**config.mk**
```make
export PLATFORM = sky130hd
export DESIGN_NAME = lzd_shift_sequencer
export DESIGN_NICKNAME = d
export VERILOG_FILES = /design/src/rtl/lzd_shift_sequencer.sv
export SDC_FILE = /design/constraint.sdc
export NUM_CORES = 1
export LEC_CHECK = 0
export CAP_MARGIN = 20
export CORE_UTILIZATION = 30
export DETAILED_ROUTE_END_ITERATION = 16
export PLACE_DENSITY = 0.52
export RECOVER_POWER = 100
export SETUP_SLACK_MARGIN = 0.1
export SYNTH_ARGS = -nofsm -noshare
export SYNTH_HDL_FRONTEND = slang
export SYNTH_SLANG_ARGS = --single-unit
```
**constraint.sdc**
```tcl
create_clock -name clk -period 1.5 [get_ports clk]
set_input_delay 0.3 -clock clk [delete_from_list [all_inputs] [get_ports clk]]
set_output_delay 0.3 -clock clk [all_outputs]
set_load 0.02 [all_outputs]
```
**src/rtl/lzd_shift_sequencer.sv**
```systemverilog
// Normalisation shift sequencer: latches a clamped leading-zero count on start and
// issues one shift_en per cycle until that many shifts are done. Optional abort via LZD_SEQ_ABORT_EN.
module lzd_shift_sequencer #(
  parameter int CNT_W     = 5,
  parameter int MAX_SHIFT = 31
) (
  input  logic             clk,
  input  logic             rst,
  input  logic             start,
  input  logic [CNT_W-1:0] lzd_in,
`ifdef LZD_SEQ_ABORT_EN
  input  logic             abort,
`endif
  output logic             shift_en,
  output logic             busy,
  output logic             done,
  output logic [CNT_W-1:0] shift_count
);

  localparam logic [1:0] ST_IDLE  = 2'd0;
  localparam logic [1:0] ST_SHIFT = 2'd1;
  localparam logic [1:0] ST_DONE  = 2'd2;

  localparam logic [CNT_W-1:0] MAX_C = CNT_W'(MAX_SHIFT);

  logic [1:0]       state_q, state_d;
  logic [CNT_W-1:0] cnt_q, cnt_d;
  logic [CNT_W-1:0] target_q, target_d;
  logic [CNT_W-1:0] clamp_s;
  logic [CNT_W-1:0] cnt_inc_s;
  logic             abort_s;

`ifdef LZD_SEQ_ABORT_EN
  assign abort_s = abort;
`else
  assign abort_s = 1'b0;
`endif

  assign clamp_s   = (lzd_in > MAX_C) ? MAX_C : lzd_in;
  assign cnt_inc_s = cnt_q + CNT_W'(1);

  // Next-state logic; the counter stops at target_q so it never wraps.
  always_comb begin
    state_d  = state_q;
    cnt_d    = cnt_q;
    target_d = target_q;
    case (state_q)
      ST_IDLE: begin
        if (start) begin
          target_d = clamp_s;
          cnt_d    = {CNT_W{1'b0}};
          state_d  = (clamp_s != {CNT_W{1'b0}}) ? ST_SHIFT : ST_DONE;
        end else begin
          state_d = ST_IDLE;
        end
      end
      ST_SHIFT: begin
        if (abort_s) begin
          state_d = ST_DONE;
        end else begin
          cnt_d = cnt_inc_s;
          if (cnt_inc_s == target_q) begin
            state_d = ST_DONE;
          end else begin
            state_d = ST_SHIFT;
          end
        end
      end
      ST_DONE: begin
        state_d = ST_IDLE;
      end
      default: begin
        state_d = ST_IDLE;
      end
    endcase
  end

  // State, counter and latched target registers.
  always_ff @(posedge clk or posedge rst) begin
    if (rst) begin
      state_q  <= ST_IDLE;
      cnt_q    <= {CNT_W{1'b0}};
      target_q <= {CNT_W{1'b0}};
    end else begin
      state_q  <= state_d;
      cnt_q    <= cnt_d;
      target_q <= target_d;
    end
  end

  // Outputs decode registered state only (abort gates shift_en when that feature is built in).
  assign shift_en    = (state_q == ST_SHIFT) && (cnt_q < target_q) && !abort_s;
  assign busy        = (state_q != ST_IDLE);
  assign done        = (state_q == ST_DONE);
  assign shift_count = cnt_q;

endmodule
```
---- Word-level counts from Yosys, hierarchy flattened ----
Index checks and enable logic that the tools add are counted.
operators by class
  order comparisons ....................... 2
  muxes and demuxes ....................... 7
  equality and inequality tests ........... 4
  reduce and logical (&&, ||, !) cells .... 7
  add/sub/neg operators ................... 1
operators with widths
  operator                                              count
  two-way mux 5 bit                                     2
  case mux 5 bit (2 select lines)                       1
  two-way mux 2 bit                                     3
  adder 5 x 1 -> 5 bit, second input constant           1
  equality test 5 bit                                   1
  greater-than comparator 5 bit, second input constant  1
  < comparator 5 bit                                    1
  nonzero test 5 bit                                    1
  case mux 2 bit (2 select lines)                       1
  AND reduction 2 bit                                   2
  nonzero test 2 bit                                    2
  equality test 2 x 1 -> 1 bit, second input constant   1
  equality test 2 bit, second input constant            1
  zero test 2 bit                                       1
  inequality test 2 bit, second input constant          1
  logical AND 1 bit                                     1
storage, ports and cells
  word-level logic and storage cells ...... 24
  bits of input ports ..................... 8
  register bits after elaboration ......... 12

---- Logic depth before layout (Yosys ltp) ----
Gate-level depths: netlist (run 1).
  depth in word-level cells ............... 6
  depth in mapped cells ................... 7

---- Worst setup path after synthesis (run 1) ----
No wires, ideal clock.
  kind .................................... flip-flop to output port
  start ................................... register cnt_q[1], in the netlist shift_count[1]
  end ..................................... output port shift_en
  stages on the path, launching flop included .. 7
  slack ................................... -0.622 ns
  arrival ................................. 1.822 ns
  path through ............................ dfrtp_1 -> ha_1 -> nor2b_1 -> o21a_1 -> o21ai_0 -> nand2b_1 -> a211oi_1
between the ends
  word-level cells in the longest chain between the ends .. 2
RTL lines
  element                 RTL line  text
  from (decl)             27        logic [CNT_W-1:0] cnt_q, cnt_d;
  from (signal assigned)  82        cnt_q <= {CNT_W{1'b0}};
  from (signal assigned)  86        cnt_q <= cnt_d;
  < comparator 5 bit      92        assign shift_en = (state_q == ST_SHIFT) && (cnt_q < target_q) && !abort_s;
  logical AND 1 bit       92
  to (decl)               14        output logic shift_en,
No other way between the ends.

---- Worst setup path in the final report (run 1) ----
  start ................................... register target_q[1]
  end ..................................... output port shift_en
between the ends
  word-level cells in the longest chain between the ends .. 2
RTL lines
  element                 RTL line  text
  from (decl)             28        logic [CNT_W-1:0] target_q, target_d;
  from (signal assigned)  83        target_q <= {CNT_W{1'b0}};
  from (signal assigned)  87        target_q <= target_d;
  < comparator 5 bit      92
  logical AND 1 bit       92
No other way between the ends.

==> results.yml, run 1 <==
worst_setup_path:
  cp_top_family: "compound AO/OA/AOI/OAI gates"
  crit_slowest_cell: "dfrtp_1"
  reg2reg_from: "shift_count[1]"
  crit_chain: "inv_2 -> ha_1 -> nor2b_1 -> o21a_1 -> o21ai_1 -> nand2b_1 -> a211oi_4 -> buf_6"
  crit_fanout: 2
  path_buf_inv: 2
  crit_type: "flop to output port"
  endpoint: "shift_en"
  required_ns: 1.20
  rr_worst_depth: 7
  arrival_ns: 1.80
  startpoint_type: "flop"
  startpoint: "target_q[1]"
  timing.rr.end: "state_q[0]"
  crit_path_max_incr_delay_ns: 0.36
  crit_cells: 8
  rrSetupSlack_ns: -0.10
  end_kind: "output port"
logic_synthesis:
  synthDominantCellAreaShare_pct: 42.33
  synth_seq_cells: 12
  syn_area_um2: 709.4
  muxShareOfSynthArea_pct: 3.175
  ys_seq_area_share_pct: 42.33
  synthAdderAreaFrac_pct: 10.58
  yosys-top-cells-area: "dfrtp_1 (42%), ha_1 (11%), o21ai_0 (5.6%)"
  synth_top_area_cell: "dfrtp_1"
  synth_top_family_by_area: "simple AND/OR/NAND/NOR gates"
  ys_types: 23
  syn_nets: 89
  syn_area_per_cell_um2: 9.459
  synth_cells: 75
  synth-xor-area-share_pct: 8.642
  synth_compound_area_share_pct: 11.99
  synthSimpleGateAreaFrac_pct: 17.99
  yosys_warnings: 0
global_route:
  grt_antenna_before_repair: 0
  grt_max_degree: 13
  grt_overflow: 0
  grt_pass1_wl_um: 3063
  grtUsageTotal_pct: 16.71
  first_global_vias: 714
finish:
  register_area_um2: 302.8
  multiInputGateArea_um2: 459.2
  areaGrowthSynthToFinish_pct: 65.08
  fin_util_pct: 52.94
  fill_cells: 221
  fin_nets: 131
  drive_above_1_share_pct: 43.97
  mostFrequentLayoutCell: "buf_4"
  layout_common_cells: "buf_4 (17), dfrtp_1 (10), nand2_1 (8)"
  antenna_cells: 0
clock_network:
  cts_tree: "yes"
  clk_latency_ns: 0.28
  cts_root_buffer: "clkbuf_4"
  path_clk_slew_ns: 0.08
  cts_sinks: 12
  htreeDepth: 1
  cts_buffers: 3
  clock_path_buffers: 2
routing:
  wl_met3_um: 72
  routed.top_layer: "met4"
  met2_length_um: 876
  ant_nets: 0
  drc: 0
  routed_wl_um: 1712
  num_vias: 668
  wl_per_cell_um: 11.89
  via_per_inst: 4.639
  dr.pass1.iters: 3
  wl_met1_um: 715
  first_iter_violations: 1
flow_run:
  max-cap-violations: 0
floorplan:
  die_w_um: 50.63
  initial_core_util_pct: 32.07
  ios: 16
  dieArea_mm2: 0.002563
  core_area_mm2: 0.002212
  fp.dieH_um: 50.63
  fp-row-count: 17
placement:
  gp_congestion: 0.7777
  hpwl_um: 1287
  io_buffers: 15
timing:
  hold_slack_ns: 0.4795
  slew_headroom_pct: 67.13
  layout_setup_ws_ns: -0.5999
  rsz0062_at_grt: "yes"
  hold_viol: 0
  min_period_ns: 2.100
  finalSetupViolations: 2
  fmax_mhz: 476.2
  final-max-slew-violation-count: 0
  tightestPinTransition_ns: 0.4925
  fin_worst_skew_ns: 0.002307
  post-route-period-util_pct: 140.0
power:
  p_per_area_mw_per_mm2: 2450
  ir_worst_vdd_uv: 1008
  p_leak_nw: 0.5418
run_status:
  violations: "setup timing"
  status: "complete, but fails checks"
min_path:
  min_path_type: "input port to asynchronous set/reset pin"
==> synthesized netlist by cell type <==
cell      count
dfrtp_1      12
nand2_1      10
o21ai_0       8
inv_1         7
ha_1          6
xnor2_1       4
nand3_1       3
nor2_1        3
nor2b_1       3
xor2_1        3
mux2_2        2
nand2b_1      2
o22ai_1       2
a211oi_1      1
a22o_1        1
buf_4         1
clkbuf_1      1
nor2_4        1
nor3_1        1
nor3_2        1
o21a_1        1
o32ai_1       1
or2_2         1
==> cells by family (layout without fill, tap and decap cells) <==
kind of cell             after synthesis  count (layout)
AND/OR/NAND/NOR                       25              25
adder cells (fa/ha/maj)                6               6
multiplexers                           2               2
XOR/XNOR                               7               7
buffers and inverters                  9              50
flip-flops                            12              12
AO/OA/AOI/OAI                         14              14
==> metrics by stage <==
step	worst slack [ns]	power (W)	std cells	instance area (µm²)	setup TNS [ns]
after floorplan	-0.3104	0.001605	75	724.4	-0.3470
after global placement	-0.7581	0.002335	135	1041	-1.128
after detailed placement	-0.7778	0.002358	135	1041	-1.240
after CTS	-0.6186	0.002824	140	1145	-0.7050
after global routing	-0.7227	0.003130	144	1171	-1.279
final	-0.5999	0.002869	144	1171	-0.7007
==> routing by layer <==
layer	global-route usage, %	vias to the layer above
li1	-	333
met5	0	-
met3	4.545	6
met1	18.66	315
met2	28.22	14
met4	9.722	0
==> what timing repair did <==
| item | 4_1_cts | 5_1_grt |
|---|---|---|
| pin swaps | 8 | 2 |
| hold buffers | 0 | 0 |
| gates cloned | 0 | 1 |
| endpoints found under the hold margin | 0 | 0 |
| setup endpoints to repair | 19 | 18 |
| buffers inserted | 2 | 4 |
| gates resized for setup | 54 | 13 |
==> sequential cells by signal (all words and copies together) (netlist names) <==
name / cells
state_q: 2
shift_count: 5
target_q: 5
==> how the worst min path moves through the flow <==
stage	start	to	slack [ns]
2_1_floorplan	rst	shift_count[2]	0.16
3_3_place_gp	target_q[0]	target_q[0]	0.50
3_5_place_dp	target_q[0]	target_q[0]	0.50
4_1_cts	rst	state_q[1]	0.35
5_1_grt	rst	state_q[1]	0.51
6_report	rst	state_q[1]	0.48
==> power by group <==
| group | internal, W | switching (W) | leakage (nW) | total, W |
|---|---|---|---|---|
| Clock | 0.000148 | 0.000121 | 0.0210 | 0.000269 |
| Combinational | 0.00108 | 0.000959 | 0.374 | 0.00204 |
| Sequential | 0.000482 | 0.0000783 | 0.147 | 0.000561 |
| Total | 0.00171 | 0.00116 | 0.542 | 0.00287 |
==> layout make-up <==
| class | count | area share (%) |
|---|---|---|
| Clock buffer | 4 | 3.098 |
| Inverter | 7 | 2.244 |
| Multi-Input combinational cell | 54 | 39.21 |
| Sequential cell | 12 | 25.85 |
| Tap cell | 28 | 2.991 |
| Timing Repair Buffer | 39 | 26.60 |
Note: power is estimated with default switching activity, not from simulation.
==> inputs of run 2 (changes only) <==
Settings changed: GPL_TIMING_DRIVEN set to 0.
==> run 2 against run 1 <==
Against the previous run:
- the run still ends with setup timing left
- critical path depth stayed put
- clock skew hardly changed
- routed wire length is 4.5% lower
- via count is 7.5% lower
- fmax is 0.34% lower
- combinational power is 19% lower
- clock-buffer cell count stayed put
- flip-flop and latch count stayed put
- non-clock buffer count is 11 lower
- first-iteration DRC count grew to 3.0 times the previous value
- global-route usage is 2.1 points lower
- critical endpoint unchanged
- largest cell class unchanged
==> results.yml, run 2 (synthesis results as in run 1) <==
clock_network:
  htreeDepth: 1
  cts_root_buffer: "clkbuf_4"
  cts_buffers: 3
  holdBufCountCts: 0
  clk_latency_ns: 0.27
  clock_path_buffers: 2
  cts_tree: "yes"
  cts_sinks: 12
  path_clk_slew_ns: 0.08
routing:
  wl_per_cell_um: 12.29
  routed_wl_um: 1635
  via_per_inst: 4.647
  ant_nets: 0
  dr.pass1.iters: 4
  num_vias: 618
  drc: 0
  first_iter_violations: 3
timing:
  min_period_ns: 2.107
  layout_setup_ws_ns: -0.6072
  rsz0062_at_grt: "yes"
  fin_worst_skew_ns: 0.002394
  fmax_mhz: 474.6
  slew_headroom_pct: 67.92
  post-route-period-util_pct: 140.5
  finalSetupViolations: 3
  tightestPinTransition_ns: 0.4807
  final-max-slew-violation-count: 0
  hold_slack_ns: 0.4766
  hold_viol: 0
worst_setup_path:
  crit_fanout: 2
  crit_chain: "inv_2 -> ha_1 -> nor2b_1 -> o21a_1 -> o21ai_1 -> nand2b_1 -> a211oi_4 -> buf_6"
  crit_slowest_cell: "dfrtp_1"
  arrival_ns: 1.81
  startpoint_type: "flop"
  crit_type: "flop to output port"
  end_kind: "output port"
  crit_path_max_incr_delay_ns: 0.37
  required_ns: 1.20
floorplan:
  fp-row-count: 17
  fp.dieH_um: 50.63
  initial_core_util_pct: 32.07
  dieArea_mm2: 0.002563
  core_area_mm2: 0.002212
  die_w_um: 50.63
  ios: 16
finish:
  antenna_cells: 0
  fin_util_pct: 48.19
  layout_common_cells: "nand2_1 (9), buf_4 (9), dfrtp_1 (8)"
  drive_above_1_share_pct: 35.24
  fin_nets: 120
  areaGrowthSynthToFinish_pct: 50.26
placement:
  hpwl_um: 1057
  gp_congestion: 0.7142
  preCtsSetupSlack_ns: -0.8046
  io_buffers: 15
global_route:
  grt_pass1_wl_um: 2635
  grt_overflow: 0
  grt_max_degree: 13
  first_global_vias: 601
  grtUsageTotal_pct: 14.62
  grt_antenna_before_repair: 0
power:
  p_per_area_mw_per_mm2: 2407
  ir_worst_vdd_uv: 892.6
  p_leak_nw: 0.4788
run_status:
  status: "complete, but fails checks"
  violations: "setup timing"
flow_run:
  max-cap-violations: 0
min_path:
  min_path_type: "input port to asynchronous set/reset pin"
-- run 2: changes by cell type in the layout (fill, tap and decap cells not counted), sizes merged --
cell | previous run | this run
clkbuf | 11 | 9
clkdlybuf4s25 | 0 | 1
dlygate4sd2 | 0 | 2
buf | 25 | 13
-- run 2: layout make-up --
cell class,count,area [µm²]
buffer,2,15.01
clock buffer,4,36.28
fill,233,1146
inverter,7,26.28
multi-input combinational,54,429.2
sequential,12,305.3
tap,28,35.03
timing repair buffer,26,219.0
-- run 2: metrics by stage --
step | setup TNS, ns | instance area [µm²] | power (W) | std cells
global placement | -0.9769 | 909.6 | 0.001998 | 118
detailed placement | -1.013 | 909.6 | 0.002009 | 118
global route | -1.519 | 1066 | 0.002805 | 133
floorplan | -0.3470 | 724.4 | 0.001605 | 75
finish | -0.8846 | 1066 | 0.002566 | 133
CTS | -0.8646 | 1021 | 0.002465 | 128
-- run 2: what timing repair did --
action / CTS / global route
pin swaps: 3 / 0
buffers inserted: 6 / 4
resized for setup: 31 / 19
setup endpoints to repair: 10 / 18
cloned: 0 / 1
-- run 2: metal layers --
| layer | vias to the layer above | global-route usage [%] | wire length [µm] |
|---|---|---|---|
| met4 | 0 | 7.407 | 19 |
| li1 | 314 | - | - |
| met2 | 14 | 24.67 | 823 |
| met1 | 286 | 16.45 | 707 |
| met3 | 4 | 4.545 | 84 |
| met5 | - | 0 | 0 |
-- run 2: worst max-delay path: cells and delay by family, from the launching register on --
kind	cells	cell delay [ns]
fa+ha+maj	1	0.27
simple gates	2	0.22
compound gates	3	0.48
flops	1	0.37
buf+inv	2	0.19
-- run 2: power by group --
| group | leakage, nW | internal (W) | switching, W |
|---|---|---|---|
| logic | 0.314 | 0.000858 | 0.000795 |
| registers | 0.144 | 0.000488 | 0.000164 |
| clock network | 0.0210 | 0.000148 | 0.000113 |
-- run 2: worst paths after layout --
kind / startpoint / to / slack (ns) / depth (start not counted)
hold reg to reg: target_q[0] / target_q[0] / 0.53 / 1
min in group clk: target_q[0] / target_q[0] / 0.53 / 1
hold / removal: rst / state_q[1] / 0.48 / 2
max in group asynchronous: rst / shift_count[4] / 0.67 / 2
setup reg to reg: shift_count[1] / state_q[0] / -0.18 / 8
setup / recovery: target_q[1] / shift_en / -0.61 / 8
